### src/rtl/alu_uart_frontend_if.sv
// ---------------------------------------------------------------------------
// alu_uart_frontend_if
// Groups every non-clock signal of the UART <-> ALU frontend.
//   UART receiver side : rx_data[7:0], rx_done
//   UART transmitter   : tx_busy, tx_done (to frontend); tx_data[7:0], tx_start
//   ALU side           : alu_result[N-1:0] (to frontend); bus_a, bus_b, op_code
//   Status             : busy
// Modports:
//   master - the frontend itself (drives ALU inputs and the transmitter)
//   slave  - the surrounding UART/ALU environment
// ---------------------------------------------------------------------------
interface alu_uart_frontend_if #(
   parameter int N = 7
) ();
   logic [7:0]   rx_data;
   logic         rx_done;
   logic         tx_busy;
   logic         tx_done;
   logic [N-1:0] alu_result;
   logic [N-1:0] bus_a;
   logic [N-1:0] bus_b;
   logic [5:0]   op_code;
   logic [7:0]   tx_data;
   logic         tx_start;
   logic         busy;

   modport master (
      input  rx_data, rx_done, tx_busy, tx_done, alu_result,
      output bus_a, bus_b, op_code, tx_data, tx_start, busy
   );

   modport slave (
      output rx_data, rx_done, tx_busy, tx_done, alu_result,
      input  bus_a, bus_b, op_code, tx_data, tx_start, busy
   );
endinterface

### src/rtl/alu_uart_frontend.sv
// ---------------------------------------------------------------------------
// alu_uart_frontend
// Collects a three-byte frame (A, B, OpCode) from the UART receiver, drives
// the ALU operand/opcode registers, captures the ALU result one cycle later
// and hands it to the UART transmitter as a single zero-extended byte.
// Ports:
//   clk    - system clock, rising edge
//   reset  - synchronous, active-low reset
//   bus    - alu_uart_frontend_if.master (UART rx/tx handshake, ALU bus, busy)
// Parameters:
//   N       - ALU data width (1..8)
//   TIMEOUT - idle clocks allowed between bytes of one frame
// ---------------------------------------------------------------------------
module alu_uart_frontend #(
   parameter int N       = 7,
   parameter int TIMEOUT = 50000
) (
   input  logic                  clk,
   input  logic                  reset,
   alu_uart_frontend_if.master   bus
);

   localparam int CW = $clog2(TIMEOUT + 1);
   localparam logic [CW-1:0] CNT_LAST = CW'(TIMEOUT - 1);

   typedef enum logic [2:0] {
      S_GET_A,
      S_GET_B,
      S_GET_OP,
      S_EXEC,
      S_SEND,
      S_WAIT_TX
   } state_e;

   state_e        state_q, state_d;
   logic [CW-1:0] cnt_q, cnt_d;
   logic [N-1:0]  bus_a_q, bus_a_d;
   logic [N-1:0]  bus_b_q, bus_b_d;
   logic [5:0]    op_code_q, op_code_d;
   logic [7:0]    tx_data_q, tx_data_d;
   logic          tx_start;

   // NOTE: sequential state uses non-blocking (<=) so every flop samples the
   // pre-edge value of every other flop, independent of statement order.
   always_ff @(posedge clk) begin
      if (!reset) begin
         state_q   <= S_GET_A;
         cnt_q     <= '0;
         bus_a_q   <= '0;
         bus_b_q   <= '0;
         op_code_q <= '0;
         tx_data_q <= '0;
      end else begin
         state_q   <= state_d;
         cnt_q     <= cnt_d;
         bus_a_q   <= bus_a_d;
         bus_b_q   <= bus_b_d;
         op_code_q <= op_code_d;
         tx_data_q <= tx_data_d;
      end
   end

   // NOTE: every signal written here gets a default first, so no path through
   // the case leaves a value unassigned and no latch is inferred.
   always_comb begin
      state_d   = state_q;
      cnt_d     = cnt_q;
      bus_a_d   = bus_a_q;
      bus_b_d   = bus_b_q;
      op_code_d = op_code_q;
      tx_data_d = tx_data_q;
      tx_start  = 1'b0;

      case (state_q)
         S_GET_A: begin
            if (bus.rx_done) begin
               bus_a_d = bus.rx_data[N-1:0];
               cnt_d   = '0;
               state_d = S_GET_B;
            end
         end
         S_GET_B: begin
            // A byte arriving on the expiry cycle wins over the timeout.
            if (bus.rx_done) begin
               bus_b_d = bus.rx_data[N-1:0];
               cnt_d   = '0;
               state_d = S_GET_OP;
            end else if (cnt_q == CNT_LAST) begin
               cnt_d   = '0;
               state_d = S_GET_A;
            end else begin
               cnt_d = cnt_q + CW'(1);
            end
         end
         S_GET_OP: begin
            if (bus.rx_done) begin
               op_code_d = bus.rx_data[5:0];
               cnt_d     = '0;
               state_d   = S_EXEC;
            end else if (cnt_q == CNT_LAST) begin
               cnt_d   = '0;
               state_d = S_GET_A;
            end else begin
               cnt_d = cnt_q + CW'(1);
            end
         end
         S_EXEC: begin
            // Operands settled during this cycle; capture the ALU result.
            tx_data_d = 8'(bus.alu_result);
            state_d   = S_SEND;
         end
         S_SEND: begin
            if (!bus.tx_busy) begin
               tx_start = 1'b1;
               state_d  = S_WAIT_TX;
            end
         end
         S_WAIT_TX: begin
            if (bus.tx_done) state_d = S_GET_A;
         end
         default: state_d = S_GET_A;
      endcase
   end

   assign bus.bus_a    = bus_a_q;
   assign bus.bus_b    = bus_b_q;
   assign bus.op_code  = op_code_q;
   assign bus.tx_data  = tx_data_q;
   assign bus.tx_start = tx_start;
   assign bus.busy     = (state_q != S_GET_A);

endmodule

### src/flat_wrapper.sv
// flat-port wrapper written by rule: the top's interface ports become plain ports
module alu_uart_frontend_flat 
#(
   parameter int N       = 7,
   parameter int TIMEOUT = 50000
)
  (clk, reset, bus_rx_data, bus_rx_done, bus_tx_busy, bus_tx_done, bus_alu_result, bus_bus_a, bus_bus_b, bus_op_code, bus_tx_data, bus_tx_start, bus_busy);
  alu_uart_frontend_if #(.N(N)) bus_i ();
  input  logic clk;
  input  logic reset;
  input wire logic [$bits(bus_i.rx_data)-1:0] bus_rx_data;
  input wire logic [$bits(bus_i.rx_done)-1:0] bus_rx_done;
  input wire logic [$bits(bus_i.tx_busy)-1:0] bus_tx_busy;
  input wire logic [$bits(bus_i.tx_done)-1:0] bus_tx_done;
  input wire logic [$bits(bus_i.alu_result)-1:0] bus_alu_result;
  output wire logic [$bits(bus_i.bus_a)-1:0] bus_bus_a;
  output wire logic [$bits(bus_i.bus_b)-1:0] bus_bus_b;
  output wire logic [$bits(bus_i.op_code)-1:0] bus_op_code;
  output wire logic [$bits(bus_i.tx_data)-1:0] bus_tx_data;
  output wire logic [$bits(bus_i.tx_start)-1:0] bus_tx_start;
  output wire logic [$bits(bus_i.busy)-1:0] bus_busy;
  assign bus_i.rx_data = bus_rx_data;
  assign bus_i.rx_done = bus_rx_done;
  assign bus_i.tx_busy = bus_tx_busy;
  assign bus_i.tx_done = bus_tx_done;
  assign bus_i.alu_result = bus_alu_result;
  assign bus_bus_a = bus_i.bus_a;
  assign bus_bus_b = bus_i.bus_b;
  assign bus_op_code = bus_i.op_code;
  assign bus_tx_data = bus_i.tx_data;
  assign bus_tx_start = bus_i.tx_start;
  assign bus_busy = bus_i.busy;
  alu_uart_frontend #(.N(N), .TIMEOUT(TIMEOUT)) u_core (.clk(clk), .reset(reset), .bus(bus_i));
endmodule
### config.mk
export PLATFORM = sky130hd
export DESIGN_NAME = alu_uart_frontend_flat
export DESIGN_NICKNAME = d
export VERILOG_FILES = /design/src/rtl/alu_uart_frontend_if.sv /design/src/rtl/alu_uart_frontend.sv /design/src/flat_wrapper.sv
export SDC_FILE = /design/constraint.sdc
export NUM_CORES = 1
export LEC_CHECK = 0
export BUFFER_PORTS_ARGS = -buffer_cell sky130_fd_sc_hd__buf_4
export CAP_MARGIN = 30
export CORE_ASPECT_RATIO = 0.5
export CORE_MARGIN = 2
export CORE_UTILIZATION = 48
export CTS_CLUSTER_DIAMETER = 60
export CTS_CLUSTER_SIZE = 25
export DETAILED_ROUTE_END_ITERATION = 8
export PLACE_DENSITY = 0.84
export SYNTH_ARGS = -nofsm -noshare
export SYNTH_HDL_FRONTEND = slang
export SYNTH_SLANG_ARGS = --single-unit
### constraint.sdc
create_clock -name clk -period 1.5 [get_ports clk]
set_input_delay 0.075 -clock clk [delete_from_list [all_inputs] [get_ports clk]]
set_output_delay 0.075 -clock clk [all_outputs]
set_load 0.01 [all_outputs]
# == Yosys cells after proc, flatten, opt, wreduce, memory -nomap -nowiden ==
# Cells that the tools add are included.
# word_totals
regBits,46
in_bits,20
out_inout_bits,30
# classes
addsub,1
eq_ne,9
muxes,13
n_reduce_logical,9
# op_table
op,n
$mux 16,3
$pmux 16 s2,1
$mux 3,6
$pmux 3 s6,1
$add 16x1->16 const B,1
$eq 16x16->1 const B,1
$reduce_and 2->1,4
$eq 3x2->1 const B,2
$eq 3x3->1 const B,2
$ne 2x2->1 const B,3
$eq 3x1->1 const B,1
$logic_not 3->1,1
$reduce_and 3->1,1
$reduce_bool 3->1,1
$mux 1,2
$reduce_bool 2->1,1
$reduce_or 2->1,1

# == Logic depth before layout (Yosys ltp) ==
# Gate-level depths: netlist of the first run.
# logic_depth
word_depth,4
mapped_depth,6

# == Least setup slack after synthesis of the first run ==
# No wires, ideal clock.
# synth_path
path_kind,reg2reg
startpoint,reg u_core.cnt_q[0]
endpoint,reg u_core.cnt_q[8]
setup_time_ns,0.059
arrival_time_ns,1.513
required_ns,1.441
path_slack_ns,-0.072
stages_incl_launch_ff,7
path_buffers,1
synth_period_minus_slack_ns,1.572
path_cell_list,dfxtp_1 -> ha_1 -> and3_1 -> and4_4 -> buf_6 -> o41ai_2 -> o31a_1
# synth_between
elab_chain_len,4
elab_cells_between_ends,5
cone_classes,1 x add/sub; 1 x eq/ne; 3 x mux
# synth_rtl
element,line,rtl
from (decl),alu_uart_frontend.sv:36,"logic [CW-1:0] cnt_q, cnt_d;"
from (signal assigned),alu_uart_frontend.sv:55,cnt_q <= cnt_d;
$add 16x1->16 / $eq 16x16->1 (equally long branches),--,
$mux 16 *,"alu_uart_frontend.sv:88, alu_uart_frontend.sv:100",
$mux 16 *,alu_uart_frontend.sv:96,if (bus.rx_done) begin
$pmux 16 s2 *,alu_uart_frontend.sv:74,case (state_q)
# Mark *: on every way between the ends. The rest lies on a longest branch, timed or not.
# A chain may end at the register's enable or synchronous reset.

# == Worst setup path after layout of the first run ==
# layout_path
startpoint,reg u_core.state_q[1]
endpoint,reg u_core.cnt_q[13]
# layout_between
elab_chain_len,4
elab_cells_between_ends,8
cone_classes,3 x eq/ne; 1 x mux; 4 x reduce/logical
# layout_rtl
element,line,rtl
from (decl),alu_uart_frontend.sv:35,"state_e state_q, state_d;"
from (signal assigned),alu_uart_frontend.sv:54,state_q <= state_d;
$eq 3x1->1 / $eq 3x2->1 (equally long branches),alu_uart_frontend.sv:74,
$reduce_or 2->1 (no line),--,
$reduce_bool 2->1 (no line),--,
$reduce_and 2->1 (no line),--,
# Several ways; a longest one is shown, not always the timed one.

==> flow_results.org, run 1 <==
** STA
- Final number of hold-violating endpoints :: 0
- Minimum setup slack in the final design :: -218 ps
- Final setup skew :: 13.4 ps
- Final-report max-slew violation count :: 0
- Based on the critical path, the design can be clocked at up to 582 MHz.
- Setup repair after global routing could not meet its margin everywhere.
- Summed over all failing endpoints, the final setup total negative slack is -575 ps.
- After layout, the worst path uses 115% of the clock period.
- Final critical path time including I/O delays and setup :: 1720 ps
- Number of setup violations in the final report :: 10

** Power and ir drop
- Leakage power of the design :: 1.28 nW
- Worst VDD drop :: 0.654 mV
- Pwr dens :: 808 nW/um^2
- Pwr Total :: 2.47 mW

** Floorplan
- The floorplan has 17 rows.
- Effective utilization at floorplan :: 49.1%
- Total I/O pin count :: 50
- The die covers 5020 sq um.
- Placeable Area :: 4340 sq um
- Die Wd :: 98.3 um
- The floorplan step set the die height to 51.1 um.

** Clock tree
- TritonCTS Buffers :: 5
- Insertion delay to the later sink of the worst-skew pair :: 310 ps
- The H-tree was split into 2 levels.
- Clock Pin Slew Worst Setup and Hold Paths :: 100 ps
- Largest buffer count on any clock path :: 2
- The number of hold buffers added after CTS was 0.
- Sink count of the clock tree :: 46
- TritonCTS built the clock tree.
- Master cell of the clock root buffer :: sky130_fd_sc_hd__clkbuf_8

** Synth
- Counting every instance in the synthesized netlist gives 234.
- After synthesis, flip-flops and latches occupy 43.2% of the total area.
- The average instance in the mapped netlist occupies 9.11 sq um.
- Area of the mapped netlist :: 2130 sq um
- Yosys attributes the largest share of cell area to sky130_fd_sc_hd__dfxtp_1 43%, sky130_fd_sc_hd__mux2i_1 9.4%, sky130_fd_sc_hd__nor2_1 5.1%.
- Number of unique standard cell types used by synthesis :: 54
- Counting every net in the synthesized netlist gives 255.
- The most used flip-flop cell after synthesis is sky130_fd_sc_hd__dfxtp_1.
- Most numerous cell in the Yosys netlist :: sky130_fd_sc_hd__dfxtp_1
- Most numerous cell types in the synthesized netlist :: 46 x sky130_fd_sc_hd__dfxtp_1, 29 x sky130_fd_sc_hd__nor2_1, 20 x sky130_fd_sc_hd__mux2i_1, 18 x sky130_fd_sc_hd__nand2_1, 12 x sky130_fd_sc_hd__a21oi_1
- In this run the biggest area consumer among cell types represents 43.2% of the synthesized area.
- During synthesis, Yosys emitted a total of 0 warnings.
- Counting flops with an async set or reset pin after synthesis yields a share of 0%.
- Number of flops mapped to enable cells by yosys :: 0
- Register bit count reported by yosys :: 46
- Of all cell types, the one taking the most synthesized area is sky130_fd_sc_hd__dfxtp_1.

** Layout
- Final nets :: 334
- Of the cells placed in the final design, the portion with a size suffix greater than 1 is 41.4%.
- The repair_antennas step left the layout with diodes totalling 0.
- After the flow finishes, the layout carries non-filler instances totaling 371.
- Fill count :: 316
- The area growth from synthesis to layout is 43.6%.

** Critical path
- The worst setup path is launched from a register.
- Data on the critical path is required at its endpoint by 1750 ps.
- By startpoint and endpoint, the worst setup path is classified as reg -> reg.
- Worst-path fanout max :: 13
- The worst setup path is captured at a register.
- At the worst endpoint, the arrival time is 1970 ps.

** Drt
- Once detail routing completed, the nets flagged for antenna violations numbered 0.
- Drc violations :: 0
- After detailed routing, the average wire length per cell comes to 16.1 um.
- For this block, the initial DRC count from the detailed router was 207.
- Wires add up to 5.98 mm.
- For this run, the detailed router's first-pass iteration total came to 4.
- The final route contains 2139 vias.
- Number of vias per cell after detailed routing :: 5.77

** Global routing
- Total congestion overflow :: 0
- Across every metal layer, demand over resource in global routing totals 22.8%.
- Pin count of the biggest net entering global routing :: 21
- The first global-routing pass estimated 9.27 mm of wire.
- The number of global-route vias before repair came to 2041.
- The number of antenna violations at the first check in global routing is 0.

** Placement
- Count of input and output buffers :: 47
- The wire-length estimate of the detail-placed layout is 3.85 mm.
- Global placer's final weighted congestion :: 0.877
- Placed Instances :: 359
- OpenSTA, run right after detailed placement, puts the worst setup slack at -97.9 ps.

** Status
- The flow ran to the end, but the final reports show violations.
- The final reports fail on negative setup slack.

** Hold path
- Min-delay worst type :: in -> reg

** Flow run
- Max capacitance violation total :: 0
final cells by class:
type,count,area [sq um],area share (%)
inverters,5,18.8,0.613
well taps,57,71.3,2.33
flip-flops and latches,46,938,30.6
clock inverters,2,13.8,0.450
multi-input cells,171,1280,41.8
repair buffers,84,666,21.7
clock buffers,6,72.6,2.37
stage by stage:
| stage | cell area, sq um | util [%] | hold WS, ps |
|---|---|---|---|
| 2_1_floorplan | 2140 | - | 200 |
| 3_3_place_gp | 2760 | 63.6 | 305 |
| 3_5_place_dp | 2760 | 63.6 | 318 |
| 4_1_cts | 2900 | 66.9 | 8.97 |
| 5_1_grt | 3060 | 70.6 | 9.27 |
| 6_report | 3060 | 70.6 | 9.78 |
critical path, cell delays in order (launching register included):
cell                       delay, ps
sky130_fd_sc_hd__dfxtp_1         420
sky130_fd_sc_hd__xor2_1          270
sky130_fd_sc_hd__nand3_1         130
sky130_fd_sc_hd__buf_4           220
sky130_fd_sc_hd__o311ai_0        450
sky130_fd_sc_hd__nor2b_1         170
cells by family after synthesis:
family | share of synthesized area [%]
mux | 9.39
simple gates | 27.0
fa+ha+maj | 0.587
compound gates | 13.8
xor+xnor | 1.64
buf+inv | 4.22
flops | 43.2
other cells | 0.176
path summary, 6_finish.rpt:
path                                          start                     to  slack, ps  cells past startpoint
worst min register to register  u_core.bus.bus_a[3]    u_core.bus.bus_a[3]        470                      2
worst min-delay path              bus_alu_result[5]  u_core.bus.tx_data[5]         10                      3
worst max-delay path              u_core.state_q[1]       u_core.cnt_q[13]       -220                      5
worst max register to register    u_core.state_q[1]       u_core.cnt_q[13]       -220                      5
cell usage in the layout (no fill, tap or decap), drive strengths merged, types with 3 or more instances in the layout:
cell / instances
a21oi: 12
a22o: 4
buf: 84
clkbuf: 6
clkinv: 3
dfxtp: 46
inv: 4
mux2i: 20
nand2: 18
nand3: 8
nand3b: 4
nand4: 7
nor2: 29
nor3: 9
nor4: 9
nor4b: 3
o21ai: 4
o311ai: 4
state kept, by name, summed over array words and instances, names as in the netlist:
name	count
u_core.bus.bus_a	7
u_core.bus.bus_b	7
u_core.bus.op_code	6
u_core.bus.tx_data	7
u_core.cnt_q	16
u_core.state_q	3
where the power goes:
| part | total [mW] | internal (mW) | leakage (nW) | switching [mW] |
|---|---|---|---|---|
| Clock | 0.764 | 0.330 | 0.0452 | 0.435 |
| Sequential | 1.29 | 1.26 | 0.378 | 0.0333 |
| Combinational | 0.416 | 0.196 | 0.855 | 0.220 |
| Total | 2.47 | 1.79 | 1.28 | 0.687 |
metal layers:
metal  part of all wire, %  track usage [%]  vias up
met3                   5.0             4.92        8
met5                     0                0        -
met4                   1.2             6.62        0
met1                    42             28.4     1035
li1                      -                -     1023
met2                    52             40.6       73
repair_timing:
item                                    CTS  global route
gates resized for setup                  13            29
cloned                                    1             0
endpoints found under the setup margin    6            25
pin swaps                                 4            13
setup buffers                             0             3
(Power assumes the default switching activity.)
==> run 2, diff against run 1 <==
--- a/config.mk
+++ b/config.mk
@@ -14,6 +14,7 @@
 export CTS_CLUSTER_SIZE = 25
 export DETAILED_ROUTE_END_ITERATION = 8
 export PLACE_DENSITY = 0.84
+export SKIP_LAST_GASP = 1
 export SYNTH_ARGS = -nofsm -noshare
 export SYNTH_HDL_FRONTEND = slang
 export SYNTH_SLANG_ARGS = --single-unit
==> constraint.sdc (replaced) <==
create_clock -name clk -period 1.5 [get_ports clk]
set_input_delay 0.3 -clock clk [delete_from_list [all_inputs] [get_ports clk]]
set_output_delay 0.3 -clock clk [all_outputs]
set_load 0.01 [all_outputs]
==> run 2 against run 1 <==
Compared with the run above:
- the run still ends with negative setup slack left
- wire length grew 38%
- via count grew 15%
- global-route usage grew 2.5 points
- register-to-register slack lost 30 ps
- final cell count grew 4.6%
- critical path depth grew 2
- non-clock buffer count grew 17
- sequential share of layout area shrank 3.0 points
- clock-buffer cell count shrank 1
- design area grew 11%
- die area is the same
- hold slack gained 210 ps
- critical path type unchanged
- critical endpoint is now u_core.state_q[1]
- largest cell class unchanged
==> flow_results.org, run 2 (synthesis gave the netlist of run 1 again) <==
** Placement
- Placed Instances :: 360 (+0.28%)
- Count of input and output buffers :: 47 (unchanged)
- HPWL reported at the end of detailed placement :: 3.88 mm (+1.0%)
- Global placer's final weighted congestion :: 0.828 (-5.6%)

** Global routing
- Pin count of the biggest net entering global routing :: 19 (-9.5%)
- The overflow left after global routing came to 0 (unchanged).
- The overall fraction of global-route tracks in use is 25.2% (+2.5 points).
- The number of global-route vias before repair was 2156 (+5.6%).
- The first-pass GRT wire length was 9.85 mm (+6.3%).
- The number of antenna violations at the first check in global routing came to 0 (unchanged).

** Critical path
- The worst setup path is launched from a register.
- Count of buffering cells on the critical path with inverters included :: 2 (+1)
- The worst register-to-register path begins at u_core.cnt_q[0].
- The most numerous cell type found on the critical path is sky130_fd_sc_hd__buf_6.
- Family of cells with the greatest summed delay on the critical path :: compound AO/OA/AOI/OAI gates
- The required time reported for the critical path endpoint is 1690 ps (-60 ps).
- Worst endpoint data arrival time :: 1930 ps (-40 ps)
- The cell depth of the worst flop-to-flop path came to 7 (+2).
- Slowest Stage Delay on Critical Path :: 350 ps (-100 ps)
- The endpoint identified for the worst register-to-register timing path is u_core.state_q[1].
- The peak fanout along the critical path came to 7 (-6).
- Walking the worst path, the cells encountered are ha_4 -> and3_4 -> buf_6 -> nand4_1 -> buf_6 -> o211ai_1 -> a211oi_1.
- Worst Setup End Kind :: register
- Among all stages on the critical path, the largest delay is contributed by sky130_fd_sc_hd__dfxtp_2.
- Setup Crit Path Kind :: reg -> reg
- The worst setup slack for register-to-register paths was -250 ps (-30 ps).

** Drt
- Number of vias per cell after detailed routing :: 6.35 (+10%)
- The via count came to 2464 (+15%).
- Detailed-route wire length per cell :: 21.2 um (+31%)
- The DRC violation count after routing is 0 (unchanged).
- Detailed router's first-iteration violation count :: 314 (+52%)
- The total wire length after detailed routing came to 8.22 mm (+38%).
- Post-route ant nets :: 0 (unchanged)
- The length of the first detailed-routing pass in iterations is 5 (+1).

** Layout
- The net total in the final layout is 351 (+5.1%).
- The count of filler cells inserted in the layout was 249 (-21%).
- ANT cells :: 0 (unchanged)
- Number of flip-flops in the largest register :: 16 (unchanged)
- The area growth from synthesis to layout is 59.4%.
- Most frequent standard cell in the layout excluding fill and tap cells :: sky130_fd_sc_hd__buf_4
- Commonest cells after routing, fill and taps aside :: 86 x sky130_fd_sc_hd__buf_4, 37 x sky130_fd_sc_hd__dfxtp_1, 26 x sky130_fd_sc_hd__nor2_1, 20 x sky130_fd_sc_hd__mux2i_1, 18 x sky130_fd_sc_hd__nand2_1
- Share of layout cells above drive strength 1 :: 49.5% (+8.1 points)
- u_core.cnt_q holds more flip-flops than any other register.
- The final cell count without fillers is 388 (+4.6%).
- The share of the core filled with cells came to 78.3% (+7.8 points).

** Clock tree
- Largest buffer count on any clock path :: 2 (unchanged)
- Sink count of the clock tree :: 46 (unchanged)
- TritonCTS clock tree :: done
- The hold buffer count at CTS is 0 (unchanged).
- Master cell of the clock root buffer :: sky130_fd_sc_hd__clkbuf_8
- The clock-pin slew of the registers on the worst-case setup and hold paths is 100 ps (about the same).
- Number of H-tree levels :: 2 (unchanged)
- The TritonCTS buffer count is 5 (unchanged).
- The clock latency on the worst-skew pair came to 320 ps (about the same).

** STA
- The worst hold slack across all endpoints was 224 ps (+214 ps).
- The number of max-slew violations in the final report came to 0 (unchanged).
- RSZ-0062 raised after global routing :: yes
- The total of endpoints with negative setup slack in the final report is 20 (+10).
- Final Cycle Share :: 116% (+1.8 points)
- The worst clock skew was 10.1 ps (-3.33 ps).
- Fin Setup TNS :: -1620 ps (-1050 ps)
- F_max :: 573 MHz (-1.5%)
- Final number of hold-violating endpoints :: 0 (unchanged)
- Final critical path time including I/O delays and setup :: 1750 ps (+27.0 ps)
- The worst setup margin came to -245 ps (-27.0 ps).

** Floorplan
- The I/O pin total was 50 (unchanged).
- Die Footprint :: 5020 sq um (unchanged)
- Die span in y :: 51.1 um (unchanged)
- The die extent in x came to 98.3 um (unchanged).
- The placeable core region is 4340 sq um (unchanged).
- Effective utilization at floorplan :: 49.1% (unchanged)
- Num rows :: 17 (unchanged)

** Flow run
- Max capacitance violation total :: 0 (unchanged)

** Hold path
- Min-Delay Endpoint :: u_core.bus.tx_data[4]
- The startpoint identified for the worst hold timing path is bus_alu_result[4].
- Min-delay worst type :: in -> reg
- The worst hold path cell count is 3 (unchanged).

** Power and ir drop
- Worst VDD drop :: 0.641 mV (-2.0%)
- The static leakage power came to 1.44 nW (+13%).
- The post-layout total power came to 2.80 mW (+13%).
- Pwr dens :: 823 nW/um^2 (+1.8%)

** Status
- The run finished, with violations left.
- The final reports fail on negative setup slack.
run 2: cell types whose count changed in the layout (fill, tap and decap cells not counted), sizes merged:
cell    change
clkbuf      -1
buf        +17
bufinv      +1
inv         +1
clkinv      -1
run 2: per-stage QoR:
step                setup WS, ps  area (sq um)
finish                      -245          3400
global route                -329          3400
CTS                        -82.8          3090
detailed placement          -126          2770
global placement           -49.1          2770
floorplan                  -18.1          2140
run 2: final cells by class:
| type | count | area (sq um) | share of cell area (%) |
|---|---|---|---|
| Multi-Input combinational cell | 171 | 1420 | 41.7 |
| Timing Repair Buffer | 101 | 840 | 24.7 |
| Inverter | 5 | 18.8 | 0.552 |
| Tap cell | 57 | 71.3 | 2.10 |
| Clock buffer | 5 | 68.8 | 2.02 |
| Sequential cell | 46 | 940 | 27.6 |
| Clock inverter | 3 | 43.8 | 1.29 |
run 2: tightest hold or removal path: stages:
cell and delay (ps):
sky130_fd_sc_hd__buf_4 80, sky130_fd_sc_hd__mux2i_1 50, sky130_fd_sc_hd__nor2_1 70
run 2: worst max-delay path by stage:
stage                      startpoint           endpoint  cells past startpoint
global placement      u_core.cnt_q[1]    u_core.cnt_q[5]                      5
floorplan             u_core.cnt_q[1]    u_core.cnt_q[8]                      6
CTS                 u_core.state_q[0]           bus_busy                      3
global route          u_core.cnt_q[0]  u_core.state_q[1]                      7
detailed placement    u_core.cnt_q[7]    u_core.cnt_q[5]                      4
finish                u_core.cnt_q[0]  u_core.state_q[1]                      7
run 2: what timing repair did:
item	in CTS	in global routing
setup endpoints to repair	11	25
pin swaps	5	21
cloned	1	2
gates resized for setup	32	48
setup buffers	9	8
run 2: report_power, final:
group          switching, mW  internal, mW  leakage, nW
clock                  0.469         0.500       0.0585
sequential            0.0338          1.26        0.378
combinational          0.283         0.249         1.00
total                  0.785          2.01         1.44
run 2: per-layer routing:
metal	part of all wire (%)	up-vias	track usage [%]
li1	-	1052	-
met1	38	1161	27.4
met2	47	181	45.8
met3	8.7	70	6.16
met4	6.3	0	15.5
met5	0	-	0
==> run 3, diff against run 2 <==
--- a/config.mk
+++ b/config.mk
@@ -9,12 +9,13 @@
 export CAP_MARGIN = 30
 export CORE_ASPECT_RATIO = 0.5
 export CORE_MARGIN = 2
-export CORE_UTILIZATION = 48
+export CORE_UTILIZATION = 27
 export CTS_CLUSTER_DIAMETER = 60
 export CTS_CLUSTER_SIZE = 25
 export DETAILED_ROUTE_END_ITERATION = 8
-export PLACE_DENSITY = 0.84
+export PLACE_DENSITY = 0.56
 export SKIP_LAST_GASP = 1
+export SLEW_MARGIN = 40
 export SYNTH_ARGS = -nofsm -noshare
 export SYNTH_HDL_FRONTEND = slang
 export SYNTH_SLANG_ARGS = --single-unit
==> run 3 against run 2 <==
Compared with the run above:
- the run still ends with negative setup slack left
- sequential share of layout area fell by 0.31 points
- sequential power about the same
- clock power up 21%
- register-to-register slack gained 180 ps
- final cell count up 12%
- fmax rose by 12%
- global-route usage fell by 11 points
- critical path depth rose by 1
- clock skew decreased by 5.6 ps
- clock-buffer cell count unchanged
- first-iteration DRC count shrank 49%
- utilization down 33 points
- largest power group unchanged
==> flow_results.org, run 3 (synthesis gave the netlist of run 1 again) <==
** Clock tree
- Clock Pin Slew Worst Setup and Hold Paths :: 70 ps (-30 ps)
- Sink count of the clock tree :: 46 (unchanged)
- The TritonCTS buffer count came to 5 (unchanged).
- The root buffer cell chosen for the clock tree is sky130_fd_sc_hd__clkbuf_16.
- TritonCTS clock tree :: done
- The maximum level of the CTS H-tree came to 2 (unchanged).
- Insertion delay to the later sink of the worst-skew pair :: 290 ps (-30 ps)
- Largest buffer count on any clock path :: 2 (unchanged)

** Layout
- Number of flip-flops in the largest register :: 16 (unchanged)
- The area taken by multi-input logic gates is 1360 sq um (-4.1%).
- Final nets :: 346 (-1.4%)
- The sequential standard cell area is 937 sq um (-0.27%).
- Fill count :: 720 (+190%)
- ANT cells :: 0 (unchanged)
- u_core.cnt_q holds more flip-flops than any other register.
- The area growth from synthesis to layout is 60.9%.
- Most frequent standard cell in the layout excluding fill and tap cells :: sky130_fd_sc_hd__buf_4
- The fraction of layout cells with a size suffix above 1 is 48.5% (-1.1 points).
- In the layout the commonest cells are 80 x sky130_fd_sc_hd__buf_4, 35 x sky130_fd_sc_hd__dfxtp_1, 25 x sky130_fd_sc_hd__nor2_1, 19 x sky130_fd_sc_hd__mux2i_1, 18 x sky130_fd_sc_hd__nand2_1.

** STA
- The post-route setup TNS came to -321 ps (+1300 ps).
- The worst setup margin is -65.2 ps (+180 ps).
- The total count of hold-check failures in the final report is 0 (unchanged).
- The post-layout minimum cycle time was 1570 ps (-180 ps).
- Number of setup violations in the final report :: 10 (-50%)
- Final setup skew :: 4.46 ps (-5.60 ps)
- Setup repair after global routing could not meet its margin everywhere.
- The achievable frequency is 639 MHz (+12%).
- The number of max-slew violations in the final report was 0 (unchanged).
- The portion of the clock cycle consumed by the worst path in the final layout came to 104% (-12 points).

** Global routing
- The number of global-route vias before repair was 2024 (-6.1%).
- Antenna violations before repair :: 0 (unchanged)
- The first-pass GRT wire length is 9.92 mm (+0.70%).
- The overall fraction of global-route tracks in use was 14.5% (-11 points).
- Pin count of the biggest net entering global routing :: 36 (+17)
- Total congestion overflow :: 0 (unchanged)

** Critical path
- Worst Setup End Kind :: register
- Worst endpoint data arrival time :: 1750 ps (-180 ps)
- R2R cell count :: 8 (+1)
- Worst-path fanout max :: 6 (-1)
- Required time of the critical path :: 1690 ps (about the same)
- Setup Crit Path Kind :: reg -> reg
- In this run the critical register-to-register path is launched from u_core.state_q[2].
- STA classifies the critical path startpoint as a register.
- The worst register-to-register path ends at u_core.cnt_q[7].
- Reg2Reg Setup Slack :: -70 ps (+180 ps)

** Floorplan
- Die Footprint :: 8670 sq um (+73%)
- The initial standard-cell utilization of the core is 28.5% (-21 points).
- The placeable core region came to 7490 sq um (+73%).
- The y dimension of the die is 66.8 um (+31%).
- Total I/O pin count :: 50 (unchanged)
- Num rows :: 22 (+5)
- Die Wd :: 130 um (+32%)

** Hold path
- The worst hold path begins at bus_alu_result[2].
- Cell count of the worst hold path :: 3 (unchanged)
- The worst hold path terminates at u_core.bus.tx_data[2].
- Min-delay worst type :: in -> reg

** Power and ir drop
- The fraction of power consumed by the clock network came to 39.4% (+4.8 points).
- The combinational group share of total power was 17.2% (-1.8 points).
- Leakage power of the design :: 1.39 nW (-3.8%)
- The worst supply voltage drop on vdd was 0.407 mV (-36%).
- The sequential group share of total power was 43.4% (-3.0 points).
- Switching component of the power :: 0.819 mW (+4.2%)
- Pwr Total :: 2.98 mW (+6.6%)
- The switching share of power was 27.5% (-0.61 points).
- Pwr dens :: 869 nW/um^2 (+5.6%)
- P_int :: 2.16 mW (+7.5%)

** Drt
- Number of vias per cell after detailed routing :: 4.90 (-23%)
- The via count came to 2128 (-14%).
- The routed length per instance is 14.8 um (-30%).
- The total wire length after detailed routing is 6.42 mm (-22%).
- The number of DRC markers in iteration 0 is 160 (-49%).
- DRT Pass-1 Iters :: 4 (-1)
- The remaining number of nets flagged by the antenna check after routing was 0 (unchanged).
- The DRC violation count after routing is 0 (unchanged).

** Status
- Failing checks :: negative setup slack
- Outcome :: complete, but fails checks

** Placement
- The total of buffers placed on input and output ports is 47 (unchanged).
- The half-perimeter wire length after detailed placement came to 4.13 mm (+6.4%).
- Global placer's final weighted congestion :: 0.816 (-1.4%)

** Flow run
- The max-capacitance violation count came to 0 (unchanged).
## run 3: cell types whose count changed in the layout (fill, tap and decap cells not counted), sizes merged
cell,change
buf,-6
clkbuf,+1
bufinv,-1
inv,+1
## run 3: cell type report
cell class / count / area share [%]
Sequential cell: 46 / 27.3
Timing Repair Buffer: 96 / 24.0
Clock inverter: 3 / 0.839
Multi-Input combinational cell: 171 / 39.7
Tap cell: 108 / 3.94
Clock buffer: 5 / 3.65
Inverter: 5 / 0.547
## run 3: repair_timing
item	CTS	global route
pin swaps	5	11
hold endpoints to repair	0	0
setup buffers	8	3
cloned	1	2
resized for setup	22	48
hold buffers	0	0
endpoints found under the setup margin	18	30
## run 3: power by group through the flow
stage / registers, mW / clock network (mW) / logic (mW)
2_1_floorplan: 1.33 / 0 / 0.192
3_3_place_gp: 1.32 / 0 / 0.374
3_5_place_dp: 1.32 / 0 / 0.380
4_1_cts: 1.29 / 1.21 / 0.428
5_1_grt: 1.30 / 1.26 / 0.551
6_report: 1.29 / 1.17 / 0.514
## run 3: stage by stage
| stage | area, sq um | std cells | hold WS [ps] | util (%) | setup WS, ps |
|---|---|---|---|---|---|
| floorplan | 2140 | 234 | 436 | - | -18.1 |
| CTS | 3180 | 429 | 238 | 42.4 | -57.1 |
| finish | 3430 | 434 | 237 | 45.8 | -65.2 |
| global placement | 2850 | 412 | 448 | 38.1 | -81.3 |
| detailed placement | 2850 | 412 | 458 | 38.1 | -126 |
| global route | 3430 | 434 | 249 | 45.8 | -123 |
## run 3: worst max path at each step
stage	startpoint	endpoint	slack, ps	cells after the start
after floorplan	u_core.cnt_q[1]	u_core.cnt_q[8]	-20	6
after global placement	u_core.cnt_q[7]	u_core.cnt_q[5]	-80	4
after detailed placement	u_core.cnt_q[7]	u_core.cnt_q[5]	-130	4
after CTS	u_core.state_q[2]	bus_busy	-60	3
after global routing	u_core.cnt_q[11]	u_core.cnt_q[15]	-120	4
final	u_core.state_q[2]	u_core.cnt_q[7]	-70	8
## run 3: worst max-delay path: stages, from the launching register on
cell and delay [ps]:
sky130_fd_sc_hd__dfxtp_4 360, sky130_fd_sc_hd__buf_6 120, sky130_fd_sc_hd__buf_6 120, sky130_fd_sc_hd__a21o_4 200, sky130_fd_sc_hd__o21ai_1 160, sky130_fd_sc_hd__buf_4 200, sky130_fd_sc_hd__buf_6 110, sky130_fd_sc_hd__o311ai_2 90
sky130_fd_sc_hd__o21a_1 110
## run 3: per-layer routing
layer	up-vias	share of wire [%]	track usage [%]
met5	-	0	0
li1	1041	-	-
met4	0	1.5	3.76
met1	1035	46	19.8
met2	40	49	23.0
met3	12	3.5	3.37
